`config.mk`:
```
export PLATFORM = sky130hd
export DESIGN_NAME = wb_ctrl
export DESIGN_NICKNAME = d
export VERILOG_FILES = /design/src/rtl/wb_ctrl.sv
export SDC_FILE = /design/constraint.sdc
export NUM_CORES = 1
export LEC_CHECK = 0
export CORE_AREA = 2 2 152 154
export DETAILED_ROUTE_END_ITERATION = 6
export DIE_AREA = 0 0 154 156
export DONT_BUFFER_PORTS = 1
export SLEW_MARGIN = 20
export SYNTH_ARGS = -nofsm -noshare
export SYNTH_HDL_FRONTEND = slang
export SYNTH_SLANG_ARGS = --single-unit
```
`constraint.sdc`:
```
create_clock -name clk_i -period 7.85 [get_ports clk_i]
set_input_delay 1.1775 -clock clk_i [delete_from_list [all_inputs] [get_ports clk_i]]
set_output_delay 1.1775 -clock clk_i [all_outputs]
set_load 0.02 [all_outputs]
```
`src/rtl/wb_ctrl.sv`:
```
// Writeback merge of LSU load data and ex results into the regfile write port, with a pending-load scoreboard.
// Output is registered one cycle after select. ex stalls only while the 1-entry hold buffer is full. WB_RETIRE_CNT_EN adds retire_cnt_o.
module wb_ctrl #(
   parameter int LdOutstanding = 2
) (
   input  logic        clk_i,
   input  logic        rst_i,
   input  logic        ex_valid_i,
   output logic        ex_ready_o,
   input  logic [4:0]  ex_rd_i,
   input  logic [31:0] ex_data_i,
   input  logic        ld_issue_i,
   input  logic [4:0]  ld_issue_rd_i,
   output logic        ld_ready_o,
   input  logic        lsu_rvalid_i,
   input  logic [4:0]  lsu_rd_i,
   input  logic [2:0]  lsu_funct3_i,
   input  logic [1:0]  lsu_off_i,
   input  logic [31:0] lsu_rdata_i,
   input  logic [4:0]  rs1_i,
   input  logic [4:0]  rs2_i,
   output logic        hazard_o,
   output logic [31:0] busy_o,
   output logic        we_o,
   output logic [4:0]  waddr_o,
   output logic [31:0] wdata_o
`ifdef WB_RETIRE_CNT_EN
   ,
   output logic [63:0] retire_cnt_o
`endif
);

   localparam logic [2:0] LdMax = 3'(LdOutstanding);

   logic        hold_valid_q, hold_valid_d;
   logic [4:0]  hold_rd_q, hold_rd_d;
   logic [31:0] hold_data_q, hold_data_d;
   logic [31:0] busy_q, busy_d;
   logic [2:0]  pend_cnt_q, pend_cnt_d;
   logic        we_q, we_d;
   logic [4:0]  waddr_q, waddr_d;
   logic [31:0] wdata_q, wdata_d;

   logic        ex_acc, ld_acc;
   logic [7:0]  ld_byte;
   logic [15:0] ld_half;
   logic [31:0] ld_data;
   logic        sel_vld;

   assign ex_ready_o = ~hold_valid_q;
   assign ld_ready_o = (pend_cnt_q < LdMax);
   assign ex_acc     = ex_valid_i & ex_ready_o;
   assign ld_acc     = ld_issue_i & ld_ready_o;
   assign hazard_o   = busy_q[rs1_i] | busy_q[rs2_i];
   assign busy_o     = busy_q;
   assign we_o       = we_q;
   assign waddr_o    = waddr_q;
   assign wdata_o    = wdata_q;

   always_comb begin
      case (lsu_off_i)
         2'd0:    ld_byte = lsu_rdata_i[7:0];
         2'd1:    ld_byte = lsu_rdata_i[15:8];
         2'd2:    ld_byte = lsu_rdata_i[23:16];
         default: ld_byte = lsu_rdata_i[31:24];
      endcase
      ld_half = lsu_off_i[1] ? lsu_rdata_i[31:16] : lsu_rdata_i[15:0];
      case (lsu_funct3_i)
         3'b000:  ld_data = {{24{ld_byte[7]}}, ld_byte};
         3'b001:  ld_data = {{16{ld_half[15]}}, ld_half};
         3'b100:  ld_data = {24'd0, ld_byte};
         3'b101:  ld_data = {16'd0, ld_half};
         default: ld_data = lsu_rdata_i;
      endcase
   end

   // Load data always wins the port; a colliding ex result parks in the hold buffer.
   always_comb begin
      sel_vld     = 1'b0;
      waddr_d     = 5'd0;
      wdata_d     = 32'd0;
      hold_valid_d = hold_valid_q;
      hold_rd_d   = hold_rd_q;
      hold_data_d = hold_data_q;
      if (lsu_rvalid_i) begin
         sel_vld = 1'b1;
         waddr_d = lsu_rd_i;
         wdata_d = ld_data;
         if (ex_acc) begin
            hold_valid_d = 1'b1;
            hold_rd_d    = ex_rd_i;
            hold_data_d  = ex_data_i;
         end
      end else if (hold_valid_q) begin
         sel_vld      = 1'b1;
         waddr_d      = hold_rd_q;
         wdata_d      = hold_data_q;
         hold_valid_d = 1'b0;
      end else if (ex_acc) begin
         sel_vld = 1'b1;
         waddr_d = ex_rd_i;
         wdata_d = ex_data_i;
      end
      we_d = sel_vld && (waddr_d != 5'd0);
   end

   always_comb begin
      busy_d = busy_q;
      if (lsu_rvalid_i) busy_d[lsu_rd_i] = 1'b0;
      if (ld_acc && ld_issue_rd_i != 5'd0) busy_d[ld_issue_rd_i] = 1'b1;
      busy_d[0] = 1'b0;
      pend_cnt_d = pend_cnt_q;
      if (ld_acc && !lsu_rvalid_i) pend_cnt_d = pend_cnt_q + 3'd1;
      else if (!ld_acc && lsu_rvalid_i && pend_cnt_q != 3'd0) pend_cnt_d = pend_cnt_q - 3'd1;
   end

   always_ff @(posedge clk_i or posedge rst_i) begin
      if (rst_i) begin
         hold_valid_q <= 1'b0;
         hold_rd_q    <= 5'd0;
         hold_data_q  <= 32'd0;
         busy_q       <= 32'd0;
         pend_cnt_q   <= 3'd0;
         we_q         <= 1'b0;
         waddr_q      <= 5'd0;
         wdata_q      <= 32'd0;
      end else begin
         hold_valid_q <= hold_valid_d;
         hold_rd_q    <= hold_rd_d;
         hold_data_q  <= hold_data_d;
         busy_q       <= busy_d;
         pend_cnt_q   <= pend_cnt_d;
         we_q         <= we_d;
         waddr_q      <= waddr_d;
         wdata_q      <= wdata_d;
      end
   end

`ifdef WB_RETIRE_CNT_EN
   logic [63:0] retire_q;
   always_ff @(posedge clk_i or posedge rst_i) begin
      if (rst_i) retire_q <= 64'd0;
      else       retire_q <= retire_q + {63'd0, we_q};
   end
   assign retire_cnt_o = retire_q;
`endif

`ifndef SYNTHESIS
   a_ex_busy_rd: assert property (@(posedge clk_i) disable iff (rst_i)
      !(ex_acc && ex_rd_i != 5'd0 && busy_q[ex_rd_i]));
   a_ld_busy_rd: assert property (@(posedge clk_i) disable iff (rst_i)
      !(ld_acc && ld_issue_rd_i != 5'd0 && busy_q[ld_issue_rd_i]));
   a_rsp_no_pend: assert property (@(posedge clk_i) disable iff (rst_i)
      !(lsu_rvalid_i && pend_cnt_q == 3'd0));
`endif

endmodule
```
==> impl_results.md, run 1 <==
* Max Fclk at 286.9 MHz
* Detail Route Antenna Nets at 0
* Hold_sp: hold_rd_q[2]$_DFFE_PP0P_
* Clock buffer depth at 2
* Synth Cell Area at 0.005505 mm²
* Antenna diodes at 0
* Hold-critical path depth at 1
* Number of global-route vias before repair at 4096
* Final Setup Violations at 0
* Fillers at 2292
* Detailed Route WL at roughly 17 mm
* Global-route wire length before repair at 26.12 mm
* Switch share at 0.3389
* Slew @ Worst Pin at 1.020 ns
* Synth Net Count at 601
* Root buf cell: clkbuf_16
* Synth-to-Final Area Change at 9.705%
* Async S/R FF share, synth at 1.000
* CP Launch Type: input pin
* Post-CTS setup buffers at 0
* Share of cells above drive strength 1 at 0.2045
* Peak VDD IR at roughly 0.090 mV
* Syn Area/Cell at 10.99 µm²
* Final nets at 579
* Antenna violations before repair at 0
* Routed wire per std cell at between 20 and 25 µm
* Die width at 154 µm
* Crit share post-route at 0.4440
* P_sw at 0.5459 mW
* DRT iter0 DRCs at 367
* Hold Violations, Final at 0
* TritonCTS Sinks at between 100 and 150
* Slew Viols, Final at 0
* Power Total at 1.611 mW
* Worst R2R Setup Slack at 5.46 ns
* Syn Inst Count at around 500
* Initial Util at 0.2462
* DRC viols at 0
* Routability cong. at 0.8196
* R2R depth at 7
* GR Overflow Total at 0
* Synth unique cells at 42
* Row Count at between 50 and 60
* Most common cell after layout, fill and taps aside: dfrtp_1
* Core Region at 0.02237 mm²
* Max Cap Viol at 0
* Hold path endpoint: hold_rd_q[2]$_DFFE_PP0P_
* Post-synthesis register bit count at 110
* TNS Setup at 0 ns
* Static leakage at about 2.3 nW
* Setup CP Type: input pin to output port
* Count of input and output buffers at 0
* Minimum clock period at 3.486 ns
* CTS clk-pin slew, worst paths at 0.08 ns
* Comb power frac at 0.166
* Most frequent cells in the layout: dfrtp_1, o21ai_0, mux2_2
* Post-synth EDFFs at 0
* Rel. slew slack at 0.3179
* Worst hold path class: flip-flop to flip-flop
* Worst-case clock skew at 0.008245 ns
* Reg-to-reg endpoint: pend_cnt_q[2]$_DFFE_PP0P_
* CP endpoint kind: output port
* CTS tree: done
* GRT Util Overall at 0.1430
* Vias at around 4200
* Flop pwr share at 0.536
* Pint at 1.065 mW
* Overall die height at approximately 160 µm
* Worst r2r src: pend_cnt_q[1]$_DFFE_PP0P_
* First-pass DRT Iterations at 5
* Die area at roughly 0.024 mm²
* PwrDens at ~270 mW/mm²
* HPWL Detailed at roughly 12 mm
* DR vias/cell at 5.438
* Post_cts resized at 0
* H-Tree Depth at 3
* Top FF cell, synth: dfrtp_1
* Clk network pwr share at 0.298
* CP Max Fanout at 9
* Synth warnings at 0
* Crit path DAT at 2.31 ns
* I/O Pins at 172
* Sequential-to-total area share from yosys stat at 0.5000
* Largest net degree at the start of global routing at 72
* RSZ-0062 raised after global routing: no
* Status: finished, final reports clean
* CTS Buf Count at 9
* Clk Latency, worst-skew pair at ~0.35 ns
* CTS Hold Buffers Added at 0
* CP required at 6.67 ns
sequential cells by signal (all words and copies together) (netlist names):
register,count
hold_data_q,32
wdata_o,32
busy_o,31
hold_rd_q,5
waddr_o,5
pend_cnt_q,3
hold_valid_q,1
we_o,1
routing by layer:
layer | global-route usage | up-vias | share of wire
met5 | 0 | - | 0
met4 | 0.04717 | 0 | 0.021
met3 | 0.04056 | 26 | 0.081
met2 | 0.2214 | 183 | 0.47
met1 | 0.1930 | 2127 | 0.43
li1 | - | 1846 | -
final cells by class:
cell class | count | area [µm²] | area share
clock buffer | 10 | 229.0 | 0.03791
clock inverter | 6 | 81.33 | 0.01347
inverter | 7 | 28.78 | 0.004765
multi-input combinational | 347 | 2561 | 0.4241
sequential | 110 | 2753 | 0.4558
tap | 285 | 356.6 | 0.05904
timing repair buffer | 4 | 30.03 | 0.004972
critical path, stage by stage:
cell and delay [ns]:
mux4_2 0.47, mux2_2 0.27, a31oi_1 0.16, o211ai_1 0.23
how the worst max path moves through the flow:
stage             start              endpoint  cells after the start
2_1_floorplan     rst_i  busy_o[10]$_DFF_PP0_                      1
3_3_place_gp   rs2_i[0]              hazard_o                      4
3_5_place_dp   rs2_i[0]              hazard_o                      4
4_1_cts        rs2_i[0]              hazard_o                      4
5_1_grt        rs2_i[0]              hazard_o                      4
6_report       rs2_i[0]              hazard_o                      4
stage by stage:
step	setup WS (ns)	util	instance area, µm²	hold slack, ns	std cells
floorplan	3.770	-	5505	0.4706	501
global placement	4.372	0.2562	5729	0.4798	753
detailed placement	4.344	0.2562	5729	0.4896	753
CTS	4.349	0.2700	6040	0.5056	769
global route	4.292	0.2700	6040	0.5224	769
finish	4.364	0.2700	6040	0.5060	769
synth_stat cells (all sizes together), types with 8 or more instances:
master / count / area, µm²
dfrtp: 110 / 2753
mux4: 14 / 315.3
nor2: 12 / 45.04
a21oi: 43 / 252.7
o22a: 8 / 70.07
nand2: 39 / 146.4
o21ai: 79 / 395.4
mux2: 48 / 540.5
a22oi: 10 / 75.07
nand3b: 8 / 60.06
a221oi: 25 / 219.0
clkbuf: 23 / 86.33
o22ai: 16 / 100.1
buf: 14 / 83.83
logic make-up (layout without fill, tap and decap cells):
| family | count (synthesis) | count (layout) | synth area share |
|---|---|---|---|
| AO/OA/AOI/OAI | 193 | 193 | 0.2191 |
| adder cells (fa/ha/maj) | 1 | 1 | 0.003637 |
| buffers and inverters | 44 | 27 | 0.03568 |
| flip-flops | 110 | 110 | 0.5000 |
| multiplexers | 67 | 67 | 0.1645 |
| other | 1 | 1 | 0.0006812 |
| AND/OR/NAND/NOR | 85 | 85 | 0.07637 |
power by group through the flow:
| stage | clock network [mW] | registers [mW] | logic [mW] |
|---|---|---|---|
| 6_report | 0.479 | 0.864 | 0.267 |
| 4_1_cts | 0.496 | 0.864 | 0.271 |
| 3_3_place_gp | 0 | 0.874 | 0.263 |
| 5_1_grt | 0.521 | 0.876 | 0.304 |
| 2_1_floorplan | 0 | 0.825 | 0.237 |
| 3_5_place_dp | 0 | 0.875 | 0.271 |
Power figures use the tool's default switching activity.
==> inputs of run 2 (changes only) <==
==> constraint.sdc (replaced) <==
create_clock -name clk_i -period 3.1 [get_ports clk_i]
set_input_delay 0.465 -clock clk_i [delete_from_list [all_inputs] [get_ports clk_i]]
set_output_delay 0.465 -clock clk_i [all_outputs]
set_load 0.02 [all_outputs]
==> run 2 against run 1 <==
  * Die area unchanged
  * Clock power increased to 2.5 times the previous value
  * Cell count increased by 0.52%
  * Utilization increased by 0.18 points
  * Non-clock buffer count increased by 4
  * Clock skew decreased by 0.0017 ns
==> impl_results.md, run 2 (synthesis gave the netlist of run 1 again) <==
* CP Max Fanout at 4 (-5)
* Clk Latency, worst-skew pair at 0.35 ns (about the same)
* Peak VDD IR at 0.2461 mV (+170%)
* Crit path to: hazard_o
* RSZ-0062 raised after global routing: no
* Power Total at 4.080 mW (+150%)
* Dpl ws at 0.7446 ns (-3.599 ns)
* Vias at 4249 (+1.6%)
* Hold Slack at 0.2257 ns (-0.2803 ns)
* Synth-to-Final Area Change at 10.45%
* Worst R2R Setup Slack at 0.73 ns (-4.73 ns)
* Final nets at 583 (+0.69%)
* Most common cell after layout, fill and taps aside: dfrtp_1
* TritonCTS Sinks at 110 (unchanged)
* Most frequent cells in the layout: dfrtp_1, o21ai_0, mux2_2
* PwrDens at 670.9 mW/mm² (+150%)
* Status: finished, final reports clean
* Antenna violations before repair at 0 (unchanged)
* Hold Violations, Final at 0 (unchanged)
* CP required at 2.63 ns (-4.04 ns)
* Global-route wire length before repair at 26.53 mm (+1.6%)
* Number of global-route vias before repair at 4143 (+1.1%)
* Critical path origin: busy_o[23]$_DFF_PP0_
* Setup ws final at 0.6045 ns (-3.760 ns)
* Core Region at 0.02237 mm² (unchanged)
* TNS Setup at 0 ns (unchanged)
* First-pass DRT Iterations at 6 (+1)
* CTS tree: done
* Row Count at 55 (unchanged)
* H-Tree Depth at 3 (unchanged)
* Overall die height at 156 µm (unchanged)
* Final Setup Violations at 0 (unchanged)
* Max Fclk at 400.7 MHz
* DRT iter0 DRCs at 260 (-29%)
* Minimum clock period at 2.495 ns
* Worst-case clock skew at 0.006562 ns (-0.001683 ns)
* Share of cells above drive strength 1 at 0.2090 (+0.004471)
* Setup CP Type: flip-flop to output port
* Routed wire per std cell at 22.55 µm (-0.17%)
* Initial Util at 0.2462 (unchanged)
* Final Util at 0.2719 (+0.001846)
* DRC viols at 0 (unchanged)
* GRT Util Overall at 0.1435 (+0.0004950)
* Crit path DAT at 2.03 ns (-0.28 ns)
* R2R depth at 7 (unchanged)
* Clock buffer depth at 2 (unchanged)
* GR Overflow Total at 0 (unchanged)
* Worst r2r src: pend_cnt_q[1]$_DFFE_PP0P_
* Detail Route Antenna Nets at 0 (unchanged)
* DR vias/cell at 5.497 (+1.1%)
* CTS clk-pin slew, worst paths at 0.07 ns (about the same)
* Root buf cell: clkbuf_16
* Antenna diodes at 0 (unchanged)
* I/O Pins at 172 (unchanged)
* Static leakage at 2.351 nW (+0.76%)
* HPWL Detailed at 12.79 mm (+2.4%)
* Rel. slew slack at 0.5729 (+0.2550)
* Count of input and output buffers at 0 (unchanged)
* Crit share post-route at 0.8050
* Slew @ Worst Pin at 0.6406 ns (-0.3789 ns)
* CP Launch Type: flip-flop
* CP endpoint kind: output port
* Detailed Route WL at 17.43 mm (+0.35%)
* Slew Viols, Final at 0 (unchanged)
* Die width at 154 µm (unchanged)
* Reg-to-reg endpoint: pend_cnt_q[2]$_DFFE_PP0P_
* Die area at 0.02402 mm² (unchanged)
* Largest net degree at the start of global routing at 72 (unchanged)
* Worst hold path class: input pin to flip-flop
* Max Cap Viol at 0 (unchanged)
* CTS Buf Count at 9 (unchanged)
* Routability cong. at 0.8867 (+8.2%)
run 2: changes by cell type in the layout (fill, tap and decap cells not counted):
cell | before | now
clkinv_8 | 1 | 0
clkinvlp_4 | 0 | 1
buf_12 | 0 | 1
inv_4 | 1 | 0
buf_4 | 4 | 6
inv_8 | 0 | 1
dlygate4sd3_1 | 0 | 1
run 2: what timing repair did:
action	4_1_cts	5_1_grt
endpoints found under the hold margin	14	0
gates resized for setup	0	0
setup buffers	0	0
hold buffers	1	0
run 2: area by class of cell:
type / instances / area, µm²
fillers: 2304 / 16280
multi-input cells: 347 / 2561
repair buffers: 8 / 75.07
flip-flops and latches: 110 / 2753
well taps: 285 / 356.6
inverters: 7 / 30.03
clock buffers: 10 / 229.0
clock inverters: 6 / 76.32
run 2: how the worst min path moves through the flow:
| stage | startpoint | to | cells past startpoint |
|---|---|---|---|
| CTS | lsu_rvalid_i | wdata_o[12]$_DFF_PP0_ | 1 |
| finish | ex_valid_i | hold_valid_q$_DFFE_PP0P_ | 1 |
| detailed placement | rst_i | wdata_o[22]$_DFF_PP0_ | 1 |
| global route | ex_valid_i | hold_valid_q$_DFFE_PP0P_ | 1 |
| floorplan | hold_rd_q[2]$_DFFE_PP0P_ | hold_rd_q[2]$_DFFE_PP0P_ | 1 |
| global placement | rst_i | wdata_o[22]$_DFF_PP0_ | 1 |
run 2: routing by layer:
metal,part of all wire,vias to the layer above,GRT usage,wire [µm]
li1,-,1859,-,-
met1,0.44,2190,0.1915,7649
met2,0.47,170,0.2266,8267
met3,0.070,30,0.04000,1220
met4,0.017,0,0.04495,296
met5,0,-,0,0
run 2: power breakdown:
group | leakage [nW] | internal [mW] | switching, mW
logic | 0.842 | 0.357 | 0.337
clock network | 0.150 | 0.643 | 0.570
registers | 1.36 | 1.70 | 0.469
total | 2.35 | 2.70 | 1.38
run 2: metrics by stage:
| step | cell area, µm² | instances |
|---|---|---|
| after global routing | 6081 | 773 |
| after detailed placement | 5766 | 756 |
| after floorplan | 5509 | 501 |
| final | 6081 | 773 |
| after CTS | 6081 | 773 |
| after global placement | 5766 | 756 |
run 2: worst max-delay path, stage by stage, from the launching register on:
cell and delay (ns):
dfrtp_1 0.51, mux4_2 0.53, mux2_2 0.27, a21oi_1 0.14, o211ai_1 0.24
